[config.mk]
export PLATFORM = sky130hd
export DESIGN_NAME = m139_reader_flat
export DESIGN_NICKNAME = d
export VERILOG_FILES = /design/src/rtl/m139_reader_if.sv /design/src/rtl/m139_reader.sv /design/src/flat_wrapper.sv
export SDC_FILE = /design/constraint.sdc
export NUM_CORES = 1
export LEC_CHECK = 0
export BUFFER_PORTS_ARGS = -buffer_cell sky130_fd_sc_hd__buf_2
export CAP_MARGIN = 20
export CORE_ASPECT_RATIO = 1.25
export CORE_MARGIN = 4
export CORE_UTILIZATION = 52
export DETAILED_ROUTE_END_ITERATION = 8
export PLACE_DENSITY = 0.75
export SLEW_MARGIN = 25
export SYNTH_ARGS = -nofsm -noshare
export SYNTH_HDL_FRONTEND = slang
export SYNTH_SLANG_ARGS = --single-unit
[constraint.sdc]
create_clock -name clk -period 2.4 [get_ports clk]
set_clock_uncertainty 0.1 [all_clocks]
set_input_delay 0.36 -clock clk [delete_from_list [all_inputs] [get_ports clk]]
set_output_delay 0.36 -clock clk [all_outputs]
set_load 0.05 [all_outputs]
[src/rtl/m139_reader_if.sv]
// m139_reader_if: request, response and PROM signals of the m139 PROM reader.
// Latency: none, wires only.
// Backpressure: req_ready gates requests; responses and the PROM side have none.
interface m139_reader_if;
  logic       req_valid;
  logic [8:0] req_addr;
  logic       req_ready;
  logic       rsp_valid;
  logic [8:0] rsp_addr;
  logic [3:0] rsp_data;
  logic       rsp_err;
  logic [8:0] prom_addr;
  logic       prom_cs_n;
  logic [3:0] prom_q;
  logic       prom_rdy_n;

  // The reader's own view: it consumes requests and PROM data, and produces the rest.
  modport master (
    input  req_valid, req_addr, prom_q, prom_rdy_n,
    output req_ready, rsp_valid, rsp_addr, rsp_data, rsp_err, prom_addr, prom_cs_n
  );

  // The environment's view: the requester, the response sink and the PROM.
  modport slave (
    output req_valid, req_addr, prom_q, prom_rdy_n,
    input  req_ready, rsp_valid, rsp_addr, rsp_data, rsp_err, prom_addr, prom_cs_n
  );
endinterface

[src/rtl/m139_reader.sv]
// m139_reader: PROM chip-select initiator fed by a 2-entry request FIFO (sync_fifo below).
// Latency: rsp_valid three edges after request accept; back-to-back lookups launch every 3 cycles.
// Backpressure: req_ready low while two requests are queued; the response strobe cannot be stalled.
// Optional M139_READER_TIMEOUT_EN: abort a lookup after TIMEOUT cycles in SEL with rsp_err set.

module sync_fifo #(
  parameter int WIDTH = 8,
  parameter int DEPTH = 2
) (
  input  logic             clk,
  input  logic             rst_n,
  input  logic             push,
  input  logic [WIDTH-1:0] push_dat,
  input  logic             pop,
  output logic [WIDTH-1:0] pop_dat,
  output logic             empty,
  output logic             full
);
  localparam int AW = (DEPTH > 1) ? $clog2(DEPTH) : 1;
  localparam int CW = $clog2(DEPTH + 1);

  logic [WIDTH-1:0] mem [DEPTH];
  logic [AW-1:0]    wr_ptr;
  logic [AW-1:0]    rd_ptr;
  logic [CW-1:0]    count;

  function automatic logic [AW-1:0] ptr_inc(input logic [AW-1:0] p);
    return (p == AW'(DEPTH - 1)) ? '0 : p + 1'b1;
  endfunction

  assign empty   = (count == '0);
  assign full    = (count == CW'(DEPTH));
  assign pop_dat = mem[rd_ptr];

  // Storage needs no reset: an entry is only read after it has been written.
  always_ff @(posedge clk) begin
    if (push) mem[wr_ptr] <= push_dat;
  end

  // Pointers and occupancy; callers never push when full nor pop when empty.
  always_ff @(posedge clk or negedge rst_n) begin
    if (!rst_n) begin
      wr_ptr <= '0;
      rd_ptr <= '0;
      count  <= '0;
    end else begin
      if (push) wr_ptr <= ptr_inc(wr_ptr);
      if (pop)  rd_ptr <= ptr_inc(rd_ptr);
      case ({push, pop})
        2'b10:   count <= count + 1'b1;
        2'b01:   count <= count - 1'b1;
        default: count <= count;
      endcase
    end
  end
endmodule

module m139_reader #(
  parameter int TIMEOUT = 15
) (
  input  logic          clk,
  input  logic          rst_n,
  m139_reader_if.master bus
);
  typedef enum logic [1:0] {IDLE = 2'd0, SEL = 2'd1, CAP = 2'd2, REL = 2'd3} state_t;

  state_t     state;
  state_t     state_nxt;
  logic [8:0] fifo_dat;
  logic       fifo_push;
  logic       fifo_empty;
  logic       fifo_full;
  logic       launch;
  logic       capture;
  logic       abort;
  logic       tmo_hit;

  if (TIMEOUT < 2 || TIMEOUT > 255) begin : g_timeout_range
    $error("m139_reader: TIMEOUT must lie in 2..255");
  end

  assign bus.req_ready = !fifo_full;
  assign fifo_push     = bus.req_valid && bus.req_ready;

  sync_fifo #(.WIDTH(9), .DEPTH(2)) u_req_fifo (
    .clk      (clk),
    .rst_n    (rst_n),
    .push     (fifo_push),
    .push_dat (bus.req_addr),
    .pop      (launch),
    .pop_dat  (fifo_dat),
    .empty    (fifo_empty),
    .full     (fifo_full)
  );

`ifdef M139_READER_TIMEOUT_EN
  logic [7:0] tmo_cnt;

  // Give up on the PROM once the last allowed SEL cycle also sees rdy_n high.
  assign tmo_hit = bus.prom_rdy_n && (tmo_cnt == 8'(TIMEOUT - 1));

  // Count SEL cycles spent waiting for the PROM; restarts with every launch.
  always_ff @(posedge clk or negedge rst_n) begin
    if (!rst_n)                                 tmo_cnt <= '0;
    else if (launch)                            tmo_cnt <= '0;
    else if (state == SEL && bus.prom_rdy_n)    tmo_cnt <= tmo_cnt + 8'd1;
  end
`else
  assign tmo_hit = 1'b0;
`endif

  // State register.
  always_ff @(posedge clk or negedge rst_n) begin
    if (!rst_n) state <= IDLE;
    else        state <= state_nxt;
  end

  // Next state; rdy_n is only looked at in SEL, so the release pulse lands harmlessly in REL.
  always_comb begin
    state_nxt = state;
    case (state)
      IDLE:    if (!fifo_empty) state_nxt = SEL;
      SEL:     if (!bus.prom_rdy_n) state_nxt = CAP;
               else if (tmo_hit)    state_nxt = REL;
      CAP:     state_nxt = REL;
      REL:     state_nxt = fifo_empty ? IDLE : SEL;
      default: state_nxt = IDLE;
    endcase
  end

  // Per-state actions: launch pops the FIFO, capture/abort end the lookup.
  always_comb begin
    launch  = 1'b0;
    capture = 1'b0;
    abort   = 1'b0;
    case (state)
      IDLE, REL: launch  = !fifo_empty;
      SEL:       abort   = tmo_hit;
      CAP:       capture = 1'b1;
      default:   ;
    endcase
  end

  // PROM address/select are registered; the address only moves on launch, so it is stable under cs_n.
  always_ff @(posedge clk or negedge rst_n) begin
    if (!rst_n) begin
      bus.prom_addr <= '0;
      bus.prom_cs_n <= 1'b1;
    end else if (launch) begin
      bus.prom_addr <= fifo_dat;
      bus.prom_cs_n <= 1'b0;
    end else if (capture || abort) begin
      bus.prom_cs_n <= 1'b1;
    end
  end

  // One-cycle response strobe; the result fields hold until the next response.
  always_ff @(posedge clk or negedge rst_n) begin
    if (!rst_n) begin
      bus.rsp_valid <= 1'b0;
      bus.rsp_addr  <= '0;
      bus.rsp_data  <= '0;
    end else begin
      bus.rsp_valid <= capture || abort;
      if (capture) begin
        bus.rsp_addr <= bus.prom_addr;
        bus.rsp_data <= bus.prom_q;
      end else if (abort) begin
        bus.rsp_addr <= bus.prom_addr;
        bus.rsp_data <= '0;
      end
    end
  end

`ifdef M139_READER_TIMEOUT_EN
  // Error flag travels with the response fields.
  always_ff @(posedge clk or negedge rst_n) begin
    if (!rst_n)       bus.rsp_err <= 1'b0;
    else if (capture) bus.rsp_err <= 1'b0;
    else if (abort)   bus.rsp_err <= 1'b1;
  end
`else
  assign bus.rsp_err = 1'b0;
`endif
endmodule

[src/flat_wrapper.sv]
// flat-port wrapper written by rule: the top's interface ports become plain ports
module m139_reader_flat 
#(
  parameter int TIMEOUT = 15
)
  (clk, rst_n, bus_req_valid, bus_req_addr, bus_prom_q, bus_prom_rdy_n, bus_req_ready, bus_rsp_valid, bus_rsp_addr, bus_rsp_data, bus_rsp_err, bus_prom_addr, bus_prom_cs_n);
  m139_reader_if bus_i ();
  input  logic clk;
  input  logic rst_n;
  input wire logic [$bits(bus_i.req_valid)-1:0] bus_req_valid;
  input wire logic [$bits(bus_i.req_addr)-1:0] bus_req_addr;
  input wire logic [$bits(bus_i.prom_q)-1:0] bus_prom_q;
  input wire logic [$bits(bus_i.prom_rdy_n)-1:0] bus_prom_rdy_n;
  output wire logic [$bits(bus_i.req_ready)-1:0] bus_req_ready;
  output wire logic [$bits(bus_i.rsp_valid)-1:0] bus_rsp_valid;
  output wire logic [$bits(bus_i.rsp_addr)-1:0] bus_rsp_addr;
  output wire logic [$bits(bus_i.rsp_data)-1:0] bus_rsp_data;
  output wire logic [$bits(bus_i.rsp_err)-1:0] bus_rsp_err;
  output wire logic [$bits(bus_i.prom_addr)-1:0] bus_prom_addr;
  output wire logic [$bits(bus_i.prom_cs_n)-1:0] bus_prom_cs_n;
  assign bus_i.req_valid = bus_req_valid;
  assign bus_i.req_addr = bus_req_addr;
  assign bus_i.prom_q = bus_prom_q;
  assign bus_i.prom_rdy_n = bus_prom_rdy_n;
  assign bus_req_ready = bus_i.req_ready;
  assign bus_rsp_valid = bus_i.rsp_valid;
  assign bus_rsp_addr = bus_i.rsp_addr;
  assign bus_rsp_data = bus_i.rsp_data;
  assign bus_rsp_err = bus_i.rsp_err;
  assign bus_prom_addr = bus_i.prom_addr;
  assign bus_prom_cs_n = bus_i.prom_cs_n;
  m139_reader #(.TIMEOUT(TIMEOUT)) u_core (.clk(clk), .rst_n(rst_n), .bus(bus_i));
endmodule
==> out/qor_table.md <==
| Stage | Item | Value |
| --- | --- | --- |
| route | Number of vias after detailed routing | 1079 |
| timing | Normalized max-slew margin | 0.5589 |
| worst setup path | Dominant cell type by count on the critical path | ha_1 |
| global routing | Number of global-route vias before repair | 1126 |
| worst setup path | CP Class | reg2reg |
| placed design | Post-detailed-placement half-perimeter wirelength | 2356 um |
| floorplan | Initial Utilization | 0.5384 |
| route | Per-cell routed wire length | 14.96 um |
| timing | Number of failing setup endpoints in the final timing report | 0 |
| floorplan | Die boundary width | 61.49 um |
| floorplan | Floorplan die area | 4602 sq um |
| route | Iter 0 DRT Violations | 22 |
| worst setup path | Minimum setup slack among reg-to-reg paths | 0.53 ns |
| floorplan | Die height | 74.86 um |
| timing | Unrepaired setup endpoints after global routing | no |
| layout | Multi-input gate area in the final layout | 525.5 sq um |
| synth | Number of flip-flops and latches in the synthesized netlist | 48 |
| floorplan | Number of core rows | 24 |
| placed design | Global placer's final weighted congestion | 0.7369 |
| timing | Total Neg Setup Slack | 0 ns |
| worst setup path | CP Capture Type | flip-flop |
| job | Max Cap Violations | 0 |
| worst setup path | Worst reg-to-reg path cell count | 7 |
| synth | Share of flip-flops with an asynchronous set or reset after synthesis | 0.6250 |
| floorplan | Number of ports placed on the die boundary | 43 |
| timing | Hold violation total from the final report | 0 |
| worst setup path | Max incr delay on CP | 0.43 ns |
| synth | Synth Instances | 124 |
| cts | Clock latency reported for the late side of the worst-skew pair | 0.30 ns |
| layout | Area Growth Syn to Fin | 18.78% |
| synth | Cell types with the largest area share after synthesis | dfrtp_1 39%, edfxtp_1 29%, mux2_2 8.5% |
| cts | CTS HTree Levels | 2 |
| synth | Most used flip-flop cell after synthesis | dfrtp_1 |
| worst setup path | Crit Reg-Reg Endpoint | u_core.u_req_fifo.count[1] |
| route | Final wirelength | 3141 um |
| synth | Leading cell type by number of instances after synthesis | dfrtp_1 |
| layout | Finished Cell Area | 2208 sq um |
| global routing | Wire length of the first global-routing pass | 4961 um |
| worst setup path | CP Launch Point | u_core.state[0] |
| route | Detail-routed via count per cell | 5.138 |
| worst setup path | CP bufs+invs | 2 |
| floorplan | Total core area | 3453 sq um |
| worst setup path | Family with the most delay on the worst path | adder cells |
| global routing | Initial antenna violation count | 0 |
| cts | Number of buffers between clock root and the deepest sink | 2 |
| synth | Area leader, netlist | dfrtp_1 |
| worst setup path | Critical-path cell with the highest stage delay | dfrtp_1 |
| worst setup path | Number of logic stages on the critical path including buffering | 7 |
| synth | Synth Cell Area | 1859 sq um |
| route | Number of nets with antenna violations after detailed routing | 0 |
| placed design | I/O Buffers | 41 |
| timing | FMAX | 0.5356 GHz |
| layout | Nets | 192 |
| synth | Sequential share of the synthesized area | 0.6952 |
| worst setup path | Critical-path cell list | inv_1, ha_1, o21bai_1, inv_2, ha_1, nor2_1, xor2_1 |
| placed design | Number of instances in the placed design | 201 |
| cts | Clock tree from TritonCTS | yes |
| timing | Worst-Margin Slew | 0.6617 ns |
| cts | Clock transition at the registers of the reported paths | 0.08 ns |
| timing | Final-report max-slew violation count | 0 |
| synth | Warnings, synthesis | 0 |
| worst setup path | Critical Path Start Type | flip-flop |
| cts | Root buffer cell | clkbuf_8 |
| synth | Number of flops mapped to enable cells by yosys | 18 |
| layout | Final-layout fill cell count | 275 |
| global routing | Pin count of the biggest net entering global routing | 31 |
| timing | Shortest clock period the worst path allows after layout | 1.867 ns |
| synth | Cell types with the highest counts after synthesis | 29 x dfrtp_1, 18 x edfxtp_1, 14 x mux2_2 |
| global routing | Grt total ovfl | 0 |
| cts | Number of sinks driven by the clock tree | 48 |
| cts | Post-CTS Setup Repair Bufs | 0 |
| layout | FF+latch area | 1292 sq um |
| min path | Worst min-delay path category | in2reg |
| cts | Clock buffer count from CTS | 5 |
| synth | Yosys cell types | 26 |
| worst setup path | Worst r2r src | u_core.state[0] |
| route | Remaining DRCs | 0 |
| layout | Total inserted antenna cells | 0 |
| placed design | Area after detailed placement | 2098 sq um |
| layout | Non-filler instance count after layout | 210 |
| route | First drt pass iteration count | 2 |
| synth | Synthesized net count | 146 |
| worst setup path | CP max FO | 6 |
| outcome | Status | completed |
| timing | Final period util | 0.7779 |
| synth | Average cell area after synthesis | 14.99 sq um |
| layout | Share of final-layout standard cells stronger than drive strength 1 | 0.3918 |
| worst setup path | Arrival time of data at the critical path endpoint | 1.99 ns |
| worst setup path | End of the critical path | u_core.u_req_fifo.count[1] |
| global routing | Combined global-route utilization of all metal layers | 0.1553 |
| synth | Top-area cell type share of the netlist area | 0.3903 |
| worst setup path | Required @ worst endpoint | 2.52 ns |
-- cells by family after synthesis --
| family | Yosys count | share of synthesized area |
|---|---|---|
| xor gates and xnor gates | 5 | 0.02355 |
| AOI/OAI and AO/OA | 14 | 0.04306 |
| adders and majority gates | 5 | 0.03365 |
| DFF | 48 | 0.6952 |
| other | 1 | 0.002017 |
| buffers and inverters | 8 | 0.02220 |
| and+or+nand+nor | 20 | 0.04711 |
| muxes | 23 | 0.1332 |
-- worst min path at each step --
| stage | to | from | depth (start not counted) | slack, ns |
|---|---|---|---|---|
| floorplan | u_core.bus.prom_addr[0] | rst_n | 0 | -0.04 |
| global placement | u_core.state[0] | rst_n | 1 | 0.31 |
| detailed placement | u_core.bus.rsp_addr[3] | rst_n | 1 | 0.32 |
| CTS | u_core.u_req_fifo.mem[1][8] | bus_req_addr[8] | 1 | 0.14 |
| global route | u_core.u_req_fifo.mem[1][7] | bus_req_addr[7] | 1 | 0.13 |
| finish | u_core.u_req_fifo.mem[1][8] | bus_req_addr[8] | 1 | 0.15 |
-- timing repair --
item | 4_1_cts | 5_1_grt
hold buffers | 1 | 0
hold endpoints to repair | 29 | 0
gates resized for setup | 0 | 0
-- state kept, by name, indices dropped and copies added (netlist names), 2 cells and up --
signal                   count
u_core.bus.prom_addr         9
u_core.bus.rsp_addr          9
u_core.bus.rsp_data          4
u_core.state                 2
u_core.u_req_fifo.count      2
u_core.u_req_fifo.mem       18
-- routing by layer --
layer | vias to the layer above | GRT usage | routed length, um
met2 | 37 | 0.2526 | 1580
met5 | - | 0 | 0
met1 | 515 | 0.1653 | 1212
li1 | 519 | - | -
met3 | 8 | 0.06518 | 251
met4 | 0 | 0.09198 | 97
-- placed cells by master, fill, tap and decap left out --
master         Yosys  routed
a211o_1            1       1
a21oi_1            1       1
and2_1             1       1
and3_1             1       1
buf_2              3      41
buf_4              2       2
clkbuf_1           0       1
clkbuf_8           0       7
conb_1             1       1
dfrtp_1           29      29
dfstp_2            1       1
dlygate4sd3_1      0       1
edfxtp_1          18      18
ha_1               5       5
inv_1              2       2
inv_2              1       1
mux2_2            14      14
mux2i_1            9       9
nand2_1           11      11
nand2b_1           1       1
nor2_1             4       4
nor2_2             1       1
nor4_1             1       1
o21ai_0            9       9
o21ai_1            1       1
o21bai_1           1       1
o2bb2ai_1          1       1
xnor2_1            4       4
xor2_1             1       1
-- area by class of cell --
cell class,count,share of cell area
Tap cell,39,0.02210
Sequential cell,48,0.5853
Clock buffer,8,0.04533
Multi-Input combinational cell,68,0.2380
Timing Repair Buffer,44,0.1042
Inverter,3,0.005099
-- per-stage QoR --
step / utilization / hold WS (ns) / setup WS, ns
floorplan: - / -0.03559 / 0.4004
global placement: 0.6076 / 0.3108 / 0.6819
detailed placement: 0.6076 / 0.3215 / 0.5592
CTS: 0.6395 / 0.1372 / 0.5181
global route: 0.6395 / 0.1309 / 0.3981
finish: 0.6395 / 0.1498 / 0.5330
Power is not shown: default switching activity piles up to over one toggle a cycle in this logic, so the estimate is an artifact.
